===== config.mk =====
export PLATFORM = sky130hd
export DESIGN_NAME = mips_multicycle_ctrl
export DESIGN_NICKNAME = d
export VERILOG_FILES = /design/src/rtl/mips_ctrl_pkg.sv /design/src/rtl/mem_wait_timer.sv /design/src/rtl/mips_multicycle_ctrl.sv
export SDC_FILE = /design/constraint.sdc
export NUM_CORES = 1
export LEC_CHECK = 0
export CELL_PAD_IN_SITES_DETAIL_PLACEMENT = 1
export CELL_PAD_IN_SITES_GLOBAL_PLACEMENT = 1
export CORE_ASPECT_RATIO = 0.9
export CORE_UTILIZATION = 32
export DETAILED_ROUTE_END_ITERATION = 6
export GPL_ROUTABILITY_DRIVEN = 0
export GPL_TIMING_DRIVEN = 0
export HOLD_SLACK_MARGIN = 0.02
export PLACE_DENSITY = 0.81
export SETUP_SLACK_MARGIN = 0.05
export SYNTH_ARGS = -nofsm -noshare
export SYNTH_HDL_FRONTEND = slang
export SYNTH_HIERARCHICAL = 1
export SYNTH_SLANG_ARGS = --single-unit

===== constraint.sdc =====
create_clock -name clk -period 2.9 [get_ports clk]
set_clock_uncertainty 0.05 [all_clocks]
set_input_delay 0.87 -clock clk [delete_from_list [all_inputs] [get_ports clk]]
set_output_delay 0.87 -clock clk [all_outputs]
set_load 0.005 [all_outputs]

===== src/rtl/mips_ctrl_pkg.sv =====
// Shared encodings for the multicycle MIPS control path: FSM states, opcodes,
// ALU operand/operation select codes and the bundled control-strobe struct.
package mips_ctrl_pkg;

  typedef enum logic [3:0] {
    S_FETCH  = 4'd0,
    S_DECODE = 4'd1,
    S_MEMADR = 4'd2,
    S_MEMRD  = 4'd3,
    S_MEMWB  = 4'd4,
    S_MEMWR  = 4'd5,
    S_RTYPE  = 4'd6,
    S_ALUWB  = 4'd7,
    S_BRANCH = 4'd8,
    S_ADDI   = 4'd9,
    S_JUMP   = 4'd10,
    S_FAULT  = 4'd11,
    S_ADDIWB = 4'd12
  } state_e;

  localparam logic [5:0] OP_RTYPE = 6'h00;
  localparam logic [5:0] OP_J     = 6'h02;
  localparam logic [5:0] OP_BEQ   = 6'h04;
  localparam logic [5:0] OP_BNE   = 6'h05;
  localparam logic [5:0] OP_ADDI  = 6'h08;
  localparam logic [5:0] OP_LW    = 6'h23;
  localparam logic [5:0] OP_SW    = 6'h2B;

  typedef enum logic [1:0] {
    SRCB_RT      = 2'b00,
    SRCB_FOUR    = 2'b01,
    SRCB_IMM     = 2'b10,
    SRCB_IMM_SH2 = 2'b11
  } alu_src_b_e;

  typedef enum logic [1:0] {
    ALUOP_ADD   = 2'b00,
    ALUOP_SUB   = 2'b01,
    ALUOP_FUNCT = 2'b10
  } alu_op_e;

  typedef struct packed {
    logic       pc_en;
    logic       branch_select;
    logic       jump_enable;
    logic       iord;
    logic       mem_read;
    logic       mem_write;
    logic       ir_write;
    logic       reg_write;
    logic       reg_dst;
    logic       mem_to_reg;
    logic       alu_src_a;
    logic [1:0] alu_src_b;
    logic [1:0] alu_op;
  } ctrl_t;

  // States in which the FSM is stalled on the memory ready handshake.
  function automatic logic is_wait_state(input state_e s);
    return (s == S_FETCH) || (s == S_MEMRD) || (s == S_MEMWR);
  endfunction

endpackage


===== src/rtl/mem_wait_timer.sv =====
// Saturating wait counter for memory handshakes; flags when the last allowed
// stall cycle (MEM_TIMEOUT-1) has been reached.
module mem_wait_timer #(
  parameter int unsigned MEM_TIMEOUT = 16,
  parameter int unsigned CNT_W       = 5
) (
  input  logic clk,
  input  logic rst,
  input  logic clear,
  input  logic count_en,
  output logic expired
);

  localparam logic [CNT_W-1:0] LAST = CNT_W'(MEM_TIMEOUT - 1);

  logic [CNT_W-1:0] cnt_q, cnt_d;

  always_comb begin
    cnt_d = cnt_q;
    if (clear) begin
      cnt_d = '0;
    end else if (count_en && (cnt_q != LAST)) begin
      cnt_d = cnt_q + CNT_W'(1);
    end
  end

  always_ff @(posedge clk) begin
    if (rst) begin
      cnt_q <= '0;
    end else begin
      cnt_q <= cnt_d;
    end
  end

  assign expired = (cnt_q == LAST);

endmodule


===== src/rtl/mips_multicycle_ctrl.sv =====
// Multicycle MIPS control FSM: sequences fetch/decode/execute, drives PC, memory,
// register-file and ALU controls, stalls on mem_ready and latches a sticky fault.
module mips_multicycle_ctrl
  import mips_ctrl_pkg::*;
#(
  parameter int unsigned MEM_TIMEOUT = 16,
  parameter int unsigned CNT_W       = 5
) (
  input  logic       clk,
  input  logic       reset_n,
  input  logic [5:0] opcode,
  input  logic [5:0] funct,
  input  logic       zero,
  input  logic       mem_ready,
  output logic       pc_en,
  output logic       branch_select,
  output logic       jump_enable,
  output logic       iord,
  output logic       mem_read,
  output logic       mem_write,
  output logic       ir_write,
  output logic       reg_write,
  output logic       reg_dst,
  output logic       mem_to_reg,
  output logic       alu_src_a,
  output logic [1:0] alu_src_b,
  output logic [1:0] alu_op,
  output logic       fault,
  output logic [3:0] state_dbg
);

  state_e state_q, state_d;
  logic   fault_q, fault_d;
  ctrl_t  ctrl;
  logic   wait_state;
  logic   wait_expired;
  logic   timed_out;
  logic   branch_taken;
  logic   unused_funct;

  // funct only matters to the ALU decoder downstream (alu_op = funct decode).
  assign unused_funct = ^funct;

  assign wait_state   = is_wait_state(state_q);
  assign timed_out    = wait_state && !mem_ready && wait_expired;
  assign branch_taken = ((opcode == OP_BEQ) && zero) || ((opcode == OP_BNE) && !zero);

  mem_wait_timer #(
    .MEM_TIMEOUT (MEM_TIMEOUT),
    .CNT_W       (CNT_W)
  ) u_wait_timer (
    .clk      (clk),
    .rst      (reset_n),
    .clear    (state_d != state_q),
    .count_en (wait_state && !mem_ready),
    .expired  (wait_expired)
  );

  always_comb begin
    state_d = state_q;
    ctrl    = '0;
    unique case (state_q)
      S_FETCH: begin
        ctrl.mem_read  = 1'b1;
        ctrl.alu_src_b = SRCB_FOUR;
        ctrl.alu_op    = ALUOP_ADD;
        if (timed_out) begin
          state_d = S_FAULT;
        end else if (mem_ready) begin
          ctrl.ir_write = 1'b1;
          ctrl.pc_en    = 1'b1;
          state_d       = S_DECODE;
        end
      end
      S_DECODE: begin
        ctrl.alu_src_b = SRCB_IMM_SH2;
        case (opcode)
          OP_LW, OP_SW:   state_d = S_MEMADR;
          OP_RTYPE:       state_d = S_RTYPE;
          OP_BEQ, OP_BNE: state_d = S_BRANCH;
          OP_ADDI:        state_d = S_ADDI;
          OP_J:           state_d = S_JUMP;
          default:        state_d = S_FAULT;
        endcase
      end
      S_MEMADR: begin
        ctrl.alu_src_a = 1'b1;
        ctrl.alu_src_b = SRCB_IMM;
        state_d        = (opcode == OP_SW) ? S_MEMWR : S_MEMRD;
      end
      S_MEMRD: begin
        ctrl.mem_read = 1'b1;
        ctrl.iord     = 1'b1;
        if (timed_out) begin
          state_d = S_FAULT;
        end else if (mem_ready) begin
          state_d = S_MEMWB;
        end
      end
      S_MEMWB: begin
        ctrl.reg_write  = 1'b1;
        ctrl.mem_to_reg = 1'b1;
        state_d         = S_FETCH;
      end
      S_MEMWR: begin
        ctrl.mem_write = 1'b1;
        ctrl.iord      = 1'b1;
        if (timed_out) begin
          state_d = S_FAULT;
        end else if (mem_ready) begin
          state_d = S_FETCH;
        end
      end
      S_RTYPE: begin
        ctrl.alu_src_a = 1'b1;
        ctrl.alu_src_b = SRCB_RT;
        ctrl.alu_op    = ALUOP_FUNCT;
        state_d        = S_ALUWB;
      end
      S_ALUWB: begin
        ctrl.reg_write = 1'b1;
        ctrl.reg_dst   = 1'b1;
        state_d        = S_FETCH;
      end
      S_BRANCH: begin
        ctrl.alu_src_a     = 1'b1;
        ctrl.alu_src_b     = SRCB_RT;
        ctrl.alu_op        = ALUOP_SUB;
        ctrl.pc_en         = branch_taken;
        ctrl.branch_select = branch_taken;
        state_d            = S_FETCH;
      end
      S_ADDI: begin
        ctrl.alu_src_a = 1'b1;
        ctrl.alu_src_b = SRCB_IMM;
        state_d        = S_ADDIWB;
      end
      S_ADDIWB: begin
        ctrl.reg_write = 1'b1;
        state_d        = S_FETCH;
      end
      S_JUMP: begin
        ctrl.pc_en       = 1'b1;
        ctrl.jump_enable = 1'b1;
        state_d          = S_FETCH;
      end
      S_FAULT: begin
        state_d = S_FAULT;
      end
      default: begin
        state_d = S_FAULT;
      end
    endcase

    // Reset overrides everything combinationally so no strobe leaks in the reset cycle.
    if (reset_n) begin
      state_d = S_FETCH;
      ctrl    = '0;
    end

    fault_d = (state_d == S_FAULT);
  end

  always_ff @(posedge clk) begin
    if (reset_n) begin
      state_q <= S_FETCH;
      fault_q <= 1'b0;
    end else begin
      state_q <= state_d;
      fault_q <= fault_d;
    end
  end

  assign pc_en         = ctrl.pc_en;
  assign branch_select = ctrl.branch_select;
  assign jump_enable   = ctrl.jump_enable;
  assign iord          = ctrl.iord;
  assign mem_read      = ctrl.mem_read;
  assign mem_write     = ctrl.mem_write;
  assign ir_write      = ctrl.ir_write;
  assign reg_write     = ctrl.reg_write;
  assign reg_dst       = ctrl.reg_dst;
  assign mem_to_reg    = ctrl.mem_to_reg;
  assign alu_src_a     = ctrl.alu_src_a;
  assign alu_src_b     = ctrl.alu_src_b;
  assign alu_op        = ctrl.alu_op;
  assign fault         = fault_q && !reset_n;
  assign state_dbg     = state_q;

endmodule


==> impl_metrics.ini, run 1 <==
[outcome]
outcome = finished, violations left
violations = setup timing

[place]
dp_hpwl_mm = 2.704
portBuffers = 29
dp_cells = 212

[critical_path]
endpoint_kind = output port
r2r-start = u_wait_timer/cnt_q[0]
crit_family = simple AND/OR/NAND/NOR gates
critPathLaunch = opcode[1]
crit_path_start_kind = input pin
path_cells = buf_8, nor2_4, nand3_2, or4_4, a21o_1, a21oi_2, buf_2
cp_num_buf_inv = 2
critPathRequiredTime_ns = 1.98
cp.arrival_ns = 2.00
cpPeakStageDelay_ns = 0.42
crit_fanout = 3
critPathKind = in2out
cpMaxStageDelayCell = or4_4

[flow_run]
drv_cap = 0

[hold_path]
worstHoldStart = u_wait_timer/cnt_q[3]
hold_class = reg2reg

[cells_and_area]
drive_gt1_share_pct = 34.24
finalNonFillerCells = 226
antenna_cells = 0
area.growth.synth_to_final_pct = 50.47
nNetsFinal = 203

[timing]
rsz0062_at_grt = yes
setup_ws_ns = -0.01931
hold_violations = 0
final.setup.tns_ns = -0.01931
timing.fmax_mhz = 342.5
worstMarginPinSlew_ns = 0.3970
max_slew_margin_pct = 73.29
min_period_over_period_pct = 100.7
setup_viol = 1
slew_violations = 0
min_period_ns = 2.919

[synthesis]
yosys_warnings = 6
syn_area_per_cell_um2 = 7.560
synth_edf_count = 0
synthesis.area_mm2 = 0.001066
synth-seq-area-share_pct = 18.78
synthCells = 141
async_reset_ff_share_pct = 0
synthesis.nets = 159
synth_flop_cell = dfxtp_1
ys_seq_elements = 10
synthDistinctLibCells = 54

[clock_tree]
clk_path_buf_depth = 2
clk_pin_slew_ns = 0.05
cts_tree = done
holdBufCountCts = 0
cts_root_buf = clkbuf_8
cts-htree-levels = 1
numCtsBuffers = 3
clk_latency_ns = 0.24
clock-sinks = 10

[die]
initial_core_util_pct = 34.23
die_h_um = 56.76
dieWidth_um = 62.84
fp.dieArea_mm2 = 0.003566
io_pins = 36
coreArea_mm2 = 0.003114
rows = 19

[route]
drt_wl_total_mm = 4.158
post_drt_wl_per_cell_um = 18.40
first_iter_violations = 35
drc = 0
ant_nets = 0
dr.pass1.iters = 4
viasPerCell = 5.681
dr_total_vias = 1284

[pwr]
vdd_drop_max_mv = 0.3831
p_leak_nw = 0.6979
comb_power_share_pct = 70.5
switching_share_pct = 45.85
clkPwrFrac_pct = 13.0
pwr-share-seq_pct = 16.5
power_mw = 1.348
internal_power_mw = 0.7300
p_switching_mw = 0.6182
power_density_mw_per_mm2 = 840.5

[grt]
antenna_found_initial = 0
track_usage_pct = 22.85
grt_max_degree = 11
grt_pass1_vias = 1281
grt-ovfl-total = 0
grt_pass1_wl_mm = 6.361
==> metrics by stage <==
stage | hold slack (ns) | instance area (um2) | setup slack, ns | utilization [%]
floorplan | 0.4020 | 1066 | 0.1028 | -
global placement | 0.4162 | 1409 | -1.010 | 45.24
detailed placement | 0.4490 | 1409 | -1.023 | 45.24
CTS | 0.4556 | 1546 | -0.07715 | 49.66
global route | 0.4913 | 1604 | -0.05604 | 51.51
finish | 0.4607 | 1604 | -0.01931 | 51.51
==> worst min-delay path, delay by kind of cell (launching register included) <==
| family | cells | cell delay (ns) |
|---|---|---|
| AO/OA/AOI/OAI | 2 | 0.14 |
| flip-flops | 1 | 0.32 |
==> cells in the mapped netlist (2+ instances only) <==
library cell   n  area, um2
and3_1         5      31.28
a21oi_1        9      45.04
and2b_2        3      26.28
o21ai_0        3      15.01
ha_1           2      25.02
or3_1          2      12.51
xor2_1         2      17.52
dfxtp_1       10      200.2
a211oi_1       3      22.52
mux2i_1        4      40.04
a31oi_1        3      18.77
nor2b_1        4      25.02
or2_2          2      12.51
clkbuf_1       3      11.26
xnor2_1        3      26.28
nor4_1         3      18.77
nor2_1        18      67.56
nand3_1        4      20.02
inv_1          5      18.77
buf_6          3      33.78
nand2b_1       3      18.77
o21a_1         2      15.01
clkbuf_8       2      27.53
nor3_1         7      35.03
nand2_1        7      26.28
==> state kept, by name, summed over array words and instances (netlist names) <==
name and cells:
fault_q 1, u_wait_timer/cnt_q 5, state_dbg 4
==> cells by family after synthesis <==
family / count (synthesis) / synth area share (%)
buf+inv: 14 / 9.625
flops: 10 / 18.78
fa+ha+maj: 2 / 2.347
mux: 5 / 4.812
compound gates: 35 / 22.77
simple gates: 70 / 37.56
xor+xnor: 5 / 4.109
==> power by group through the flow <==
stage          Combinational (mW)  Sequential [mW]  Clock (mW)
3_3_place_gp                0.849            0.221           0
6_report                    0.950            0.223       0.175
3_5_place_dp                0.876            0.225           0
2_1_floorplan               0.584            0.216           0
5_1_grt                      1.02            0.231       0.189
4_1_cts                     0.904            0.223       0.178
==> routing by layer <==
layer  track usage (%)  part of all wire (%)
met5                 0                     0
met4             4.651                  0.24
met3             4.675                   5.0
met2             41.46                    51
met1             27.58                    44
==> placed cells by master (no fill, tap or decap), types with 2 or more instances in the layout <==
master / n
a31oi_1: 3
nand3_1: 3
buf_6: 7
buf_4: 9
nand2b_1: 2
clkbuf_8: 7
a21oi_1: 9
and2b_2: 3
nor2b_1: 4
or3_1: 2
buf_8: 3
dfxtp_1: 10
xnor2_1: 2
xor2_1: 2
nand2_1: 7
nor2_4: 4
a211oi_1: 3
nor3_2: 2
and3_1: 5
o21a_1: 2
dlygate4sd2_1: 8
clkbuf_2: 5
o21ai_0: 3
nor4_1: 2
ha_1: 2
buf_2: 5
clkdlybuf4s15_2: 2
clkdlybuf4s50_1: 5
nor2_1: 15
mux2i_1: 4
inv_1: 5
nor3_1: 4
nand2b_4: 2
==> cell type report <==
class,instances,area (um2)
Buffer,9,96.34
Inverter,5,18.77
Sequential cell,10,200.2
Fill cell,386,1510
Tap cell,42,52.55
Timing Repair Buffer,39,341.6
Clock buffer,4,55.05
Multi-Input combinational cell,117,839.6
==> repair_timing <==
| item | in CTS | in global routing |
|---|---|---|
| setup endpoints to repair | 21 | 6 |
| pin swaps | 10 | 8 |
| gates resized for setup | 86 | 17 |
| setup buffers | 6 | 4 |
==> final timing paths <==
check / to / slack, ns / cells after the start
setup / recovery: pc_en / -0.02 / 7
hold / removal: u_wait_timer/cnt_q[3] / 0.46 / 2
setup reg to reg: u_wait_timer/cnt_q[4] / 0.37 / 10
hold reg to reg: u_wait_timer/cnt_q[3] / 0.46 / 2
(Power assumes the default switching activity.)
==> run 2, diff against run 1 <==
Settings changed: CAP_MARGIN set to 25, SKIP_CTS_REPAIR_TIMING set to 1.
==> impl_metrics.ini, run 2 (synthesized netlist as in run 1, its figures left out) <==
[outcome]
outcome = finished, violations left
violations = setup timing

[die]
die_h_um = 56.76
rows = 19
io_pins = 36
dieWidth_um = 62.84
initial_core_util_pct = 34.23
fp.dieArea_mm2 = 0.003566
coreArea_mm2 = 0.003114

[flow_run]
drv_cap = 0

[grt]
grt_max_degree = 11
track_usage_pct = 20.99
grt-ovfl-total = 0
grt_pass1_vias = 1210
grt_pass1_wl_mm = 5.865
antenna_found_initial = 0

[cells_and_area]
layout_commonest_cell = dlymetal6s2s_1
area.growth.synth_to_final_pct = 49.65
final_area_mm2 = 0.001595
largest_register = u_wait_timer/cnt_q
antenna_cells = 0
drive_gt1_share_pct = 24.00
nNetsFinal = 194
largest_reg_flops = 5
final_core_util_pct = 51.23
final_cell_mix = 20 x dlymetal6s2s_1, 15 x nor2_1, 9 x a21oi_1, 9 x dfxtp_1
final.fill_count = 382

[critical_path]
r2r_end = u_wait_timer/cnt_q[4]
r2r-start = u_wait_timer/cnt_q[0]
reg2reg_depth = 10
critPathKind = in2out
crit_path_start_kind = input pin
critPathRequiredTime_ns = 1.98
endpoint_kind = output port
cp.arrival_ns = 2.07
crit_fanout = 2
reg2reg_slack_ns = 0.40
critPathLaunch = opcode[4]

[route]
dr_total_vias = 1221
post_drt_wl_per_cell_um = 16.70
dr.pass1.iters = 4
drt_wl_total_mm = 3.623
first_iter_violations = 37
drc = 0
viasPerCell = 5.627
ant_nets = 0

[clock_tree]
clk_path_buf_depth = 2
cts_tree = done
clk_pin_slew_ns = 0.05
numCtsBuffers = 3
clock-sinks = 10
cts-htree-levels = 1
cts_root_buf = clkbuf_8
clk_latency_ns = 0.24

[place]
dp_hpwl_mm = 2.704
portBuffers = 29
placed_area_mm2 = 0.001409
dp_worst_setup_slack_ns = -1.023

[pwr]
switching_share_pct = 44.97
pwr-share-seq_pct = 17.2
vdd_drop_max_mv = 0.3536
p_switching_mw = 0.5928
clkPwrFrac_pct = 13.2
p_leak_nw = 0.8881
internal_power_mw = 0.7254
power_density_mw_per_mm2 = 826.3
comb_power_share_pct = 69.6

[timing]
min_period_ns = 2.989
timing.fmax_mhz = 334.5
final.setup.tns_ns = -0.08939
setup_ws_ns = -0.08939
slew_violations = 0
rsz0062_at_grt = yes
min_period_over_period_pct = 103.1
max_slew_margin_pct = 67.84
setup_viol = 1
worstMarginPinSlew_ns = 0.4824
hold_violations = 0

[hold_path]
worstHoldStart = u_wait_timer/cnt_q[3]
hold_class = reg2reg
whs_endpoint = u_wait_timer/cnt_q[3]
worstHoldPathCells = 2
## run 2: area by class of cell
cell class | count | area, um2 | share of cell area, %
multi-input combinational | 117 | 827.0 | 51.84
timing repair buffer | 30 | 351.6 | 22.04
sequential | 10 | 201.4 | 12.63
buffer | 9 | 88.84 | 5.569
clock buffer | 4 | 55.05 | 3.451
tap | 42 | 52.55 | 3.294
inverter | 5 | 18.77 | 1.176
## run 2: worst max path at each step
stage / to / slack [ns] / cells after the start
3_5_place_dp: pc_en / -1.02 / 7
3_3_place_gp: pc_en / -1.01 / 7
6_report: pc_en / -0.09 / 7
2_1_floorplan: pc_en / 0.10 / 5
5_1_grt: pc_en / -0.13 / 7
4_1_cts: pc_en / -1.03 / 7
## run 2: through the flow
stage | hold slack [ns] | total power, mW | instances
after CTS | 0.4556 | 1.284 | 216
after global routing | 0.4913 | 1.416 | 217
after global placement | 0.4162 | 1.070 | 212
after floorplan | 0.4020 | 0.8005 | 141
after detailed placement | 0.4490 | 1.101 | 212
final | 0.4489 | 1.318 | 217
## run 2: per-layer routing
| metal | share of wire, % | track usage, % |
|---|---|---|
| met4 | 0.52 | 4.651 |
| met5 | 0 | 0 |
| met3 | 4.2 | 4.472 |
| met2 | 49 | 36.02 |
| met1 | 46 | 26.70 |
## run 2: power by group through the flow
stage	Clock (mW)	Sequential (mW)	Combinational, mW
floorplan	0	0.216	0.584
global placement	0	0.221	0.849
detailed placement	0	0.225	0.876
CTS	0.178	0.223	0.883
global route	0.189	0.234	0.993
finish	0.174	0.226	0.918
## run 2: worst max-delay path: stages
cell	delay [ns]
buf_6	0.10
nor2_4	0.12
nand3_2	0.08
or4_4	0.48
a21o_1	0.20
a21oi_2	0.10
buf_2	0.12
==> run 3, diff against run 2 <==
Settings changed: CORE_ASPECT_RATIO 0.9 to unset.
==> impl_metrics.ini, run 3 (synthesized netlist as in run 1, its figures left out) <==
[timing]
slew_violations = 0
setup_ws_ns = -0.1178
hold_violations = 0
worstMarginPinSlew_ns = 0.5451
min_period_ns = 3.018
timing.fmax_mhz = 331.4
rsz0062_at_grt = yes
final.setup.tns_ns = -0.1200
setup_viol = 2
max_slew_margin_pct = 63.66
min_period_over_period_pct = 104.1

[critical_path]
r2r-start = u_wait_timer/cnt_q[0]
timing.critical_path.to = pc_en
critPathKind = in2out
reg2reg_depth = 10
cp.arrival_ns = 2.10
reg2reg_slack_ns = 0.40
crit_path_start_kind = input pin
critPathRequiredTime_ns = 1.98
endpoint_kind = output port
critPathLaunch = opcode[5]
r2r_end = u_wait_timer/cnt_q[4]
crit_fanout = 2

[place]
dp_cells = 214
portBuffers = 29
dp_hpwl_mm = 2.627

[route]
drt_wl_total_mm = 3.790
drc = 0
post_drt_wl_per_cell_um = 16.92
ant_nets = 0
dr.pass1.iters = 4
viasPerCell = 5.674
dr_total_vias = 1271
first_iter_violations = 31

[cells_and_area]
multi_input_area_um2 = 844.6
finalNonFillerCells = 224
largest_reg_flops = 5
antenna_cells = 0
largest_register = u_wait_timer/cnt_q
layout_commonest_cell = dlymetal6s2s_1
drive_gt1_share_pct = 28.33
nNetsFinal = 199
final.fill_count = 390
area.growth.synth_to_final_pct = 52.46
ff_latch_area_um2 = 200.2
final_cell_mix = 18 x dlymetal6s2s_1, 14 x nor2_1, 10 x dfxtp_1

[pwr]
power_mw = 1.292
p_leak_nw = 0.8711
power_density_mw_per_mm2 = 795.2
vdd_drop_max_mv = 0.2954

[outcome]
violations = setup timing
outcome = finished, violations left

[grt]
grt_max_degree = 11
track_usage_pct = 21.13
grt_pass1_wl_mm = 5.582
grt_pass1_vias = 1180
grt-ovfl-total = 0
antenna_found_initial = 0

[die]
rows = 20
coreArea_mm2 = 0.003103
dieWidth_um = 59.72
fp.dieArea_mm2 = 0.003566
io_pins = 36
initial_core_util_pct = 34.35
die_h_um = 59.72

[hold_path]
hold_class = reg2reg

[clock_tree]
cts_root_buf = clkbuf_4
clk_pin_slew_ns = 0.06
clk_path_buf_depth = 2
clock-sinks = 10
clk_latency_ns = 0.27
cts-htree-levels = 1
cts_tree = done
numCtsBuffers = 3

[flow_run]
drv_cap = 0
## run 3: critical path, cell delays in order
cell and delay, ns:
buf_8 0.10, nor2_4 0.10, nand3_2 0.08, or4_4 0.49, a21o_1 0.21, a21oi_2 0.12
clkbuf_2 0.12
## run 3: final cells by class
cell class	instances	area share (%)
Multi-Input combinational cell	117	51.96
Inverter	5	1.155
Clock buffer	4	2.232
Tap cell	44	3.387
Timing Repair Buffer	35	23.25
Buffer	9	5.697
Sequential cell	10	12.32
## run 3: worst min-delay path by stage
stage / startpoint / end / slack (ns) / cells after the start
2_1_floorplan: u_wait_timer/cnt_q[1] / u_wait_timer/cnt_q[1] / 0.40 / 2
3_3_place_gp: u_wait_timer/cnt_q[1] / u_wait_timer/cnt_q[1] / 0.42 / 2
3_5_place_dp: u_wait_timer/cnt_q[1] / u_wait_timer/cnt_q[1] / 0.44 / 2
4_1_cts: u_wait_timer/cnt_q[1] / u_wait_timer/cnt_q[1] / 0.45 / 2
5_1_grt: u_wait_timer/cnt_q[1] / u_wait_timer/cnt_q[1] / 0.48 / 2
6_report: u_wait_timer/cnt_q[1] / u_wait_timer/cnt_q[1] / 0.44 / 2
## run 3: metal layers
metal / GRT usage [%] / routed length [um]
met5: 0 / 0
met4: 2.326 / 27
met3: 5.195 / 181
met2: 33.97 / 1855
met1: 29.38 / 1725
## run 3: where the power goes
part | total, mW | internal, mW | leakage, nW | switching (mW)
logic | 0.946 | 0.439 | 0.769 | 0.508
clock network | 0.126 | 0.0763 | 0.0210 | 0.0496
registers | 0.220 | 0.172 | 0.0814 | 0.0485
## run 3: through the flow
| stage | util (%) | setup slack, ns | instance area (um2) | hold slack [ns] |
|---|---|---|---|---|
| 2_1_floorplan | - | 0.1028 | 1066 | 0.4020 |
| 3_3_place_gp | 45.48 | -0.9920 | 1411 | 0.4151 |
| 3_5_place_dp | 45.48 | -1.038 | 1411 | 0.4379 |
| 4_1_cts | 46.65 | -1.040 | 1448 | 0.4484 |
| 5_1_grt | 52.38 | -0.1431 | 1625 | 0.4756 |
| 6_report | 52.38 | -0.1178 | 1625 | 0.4420 |
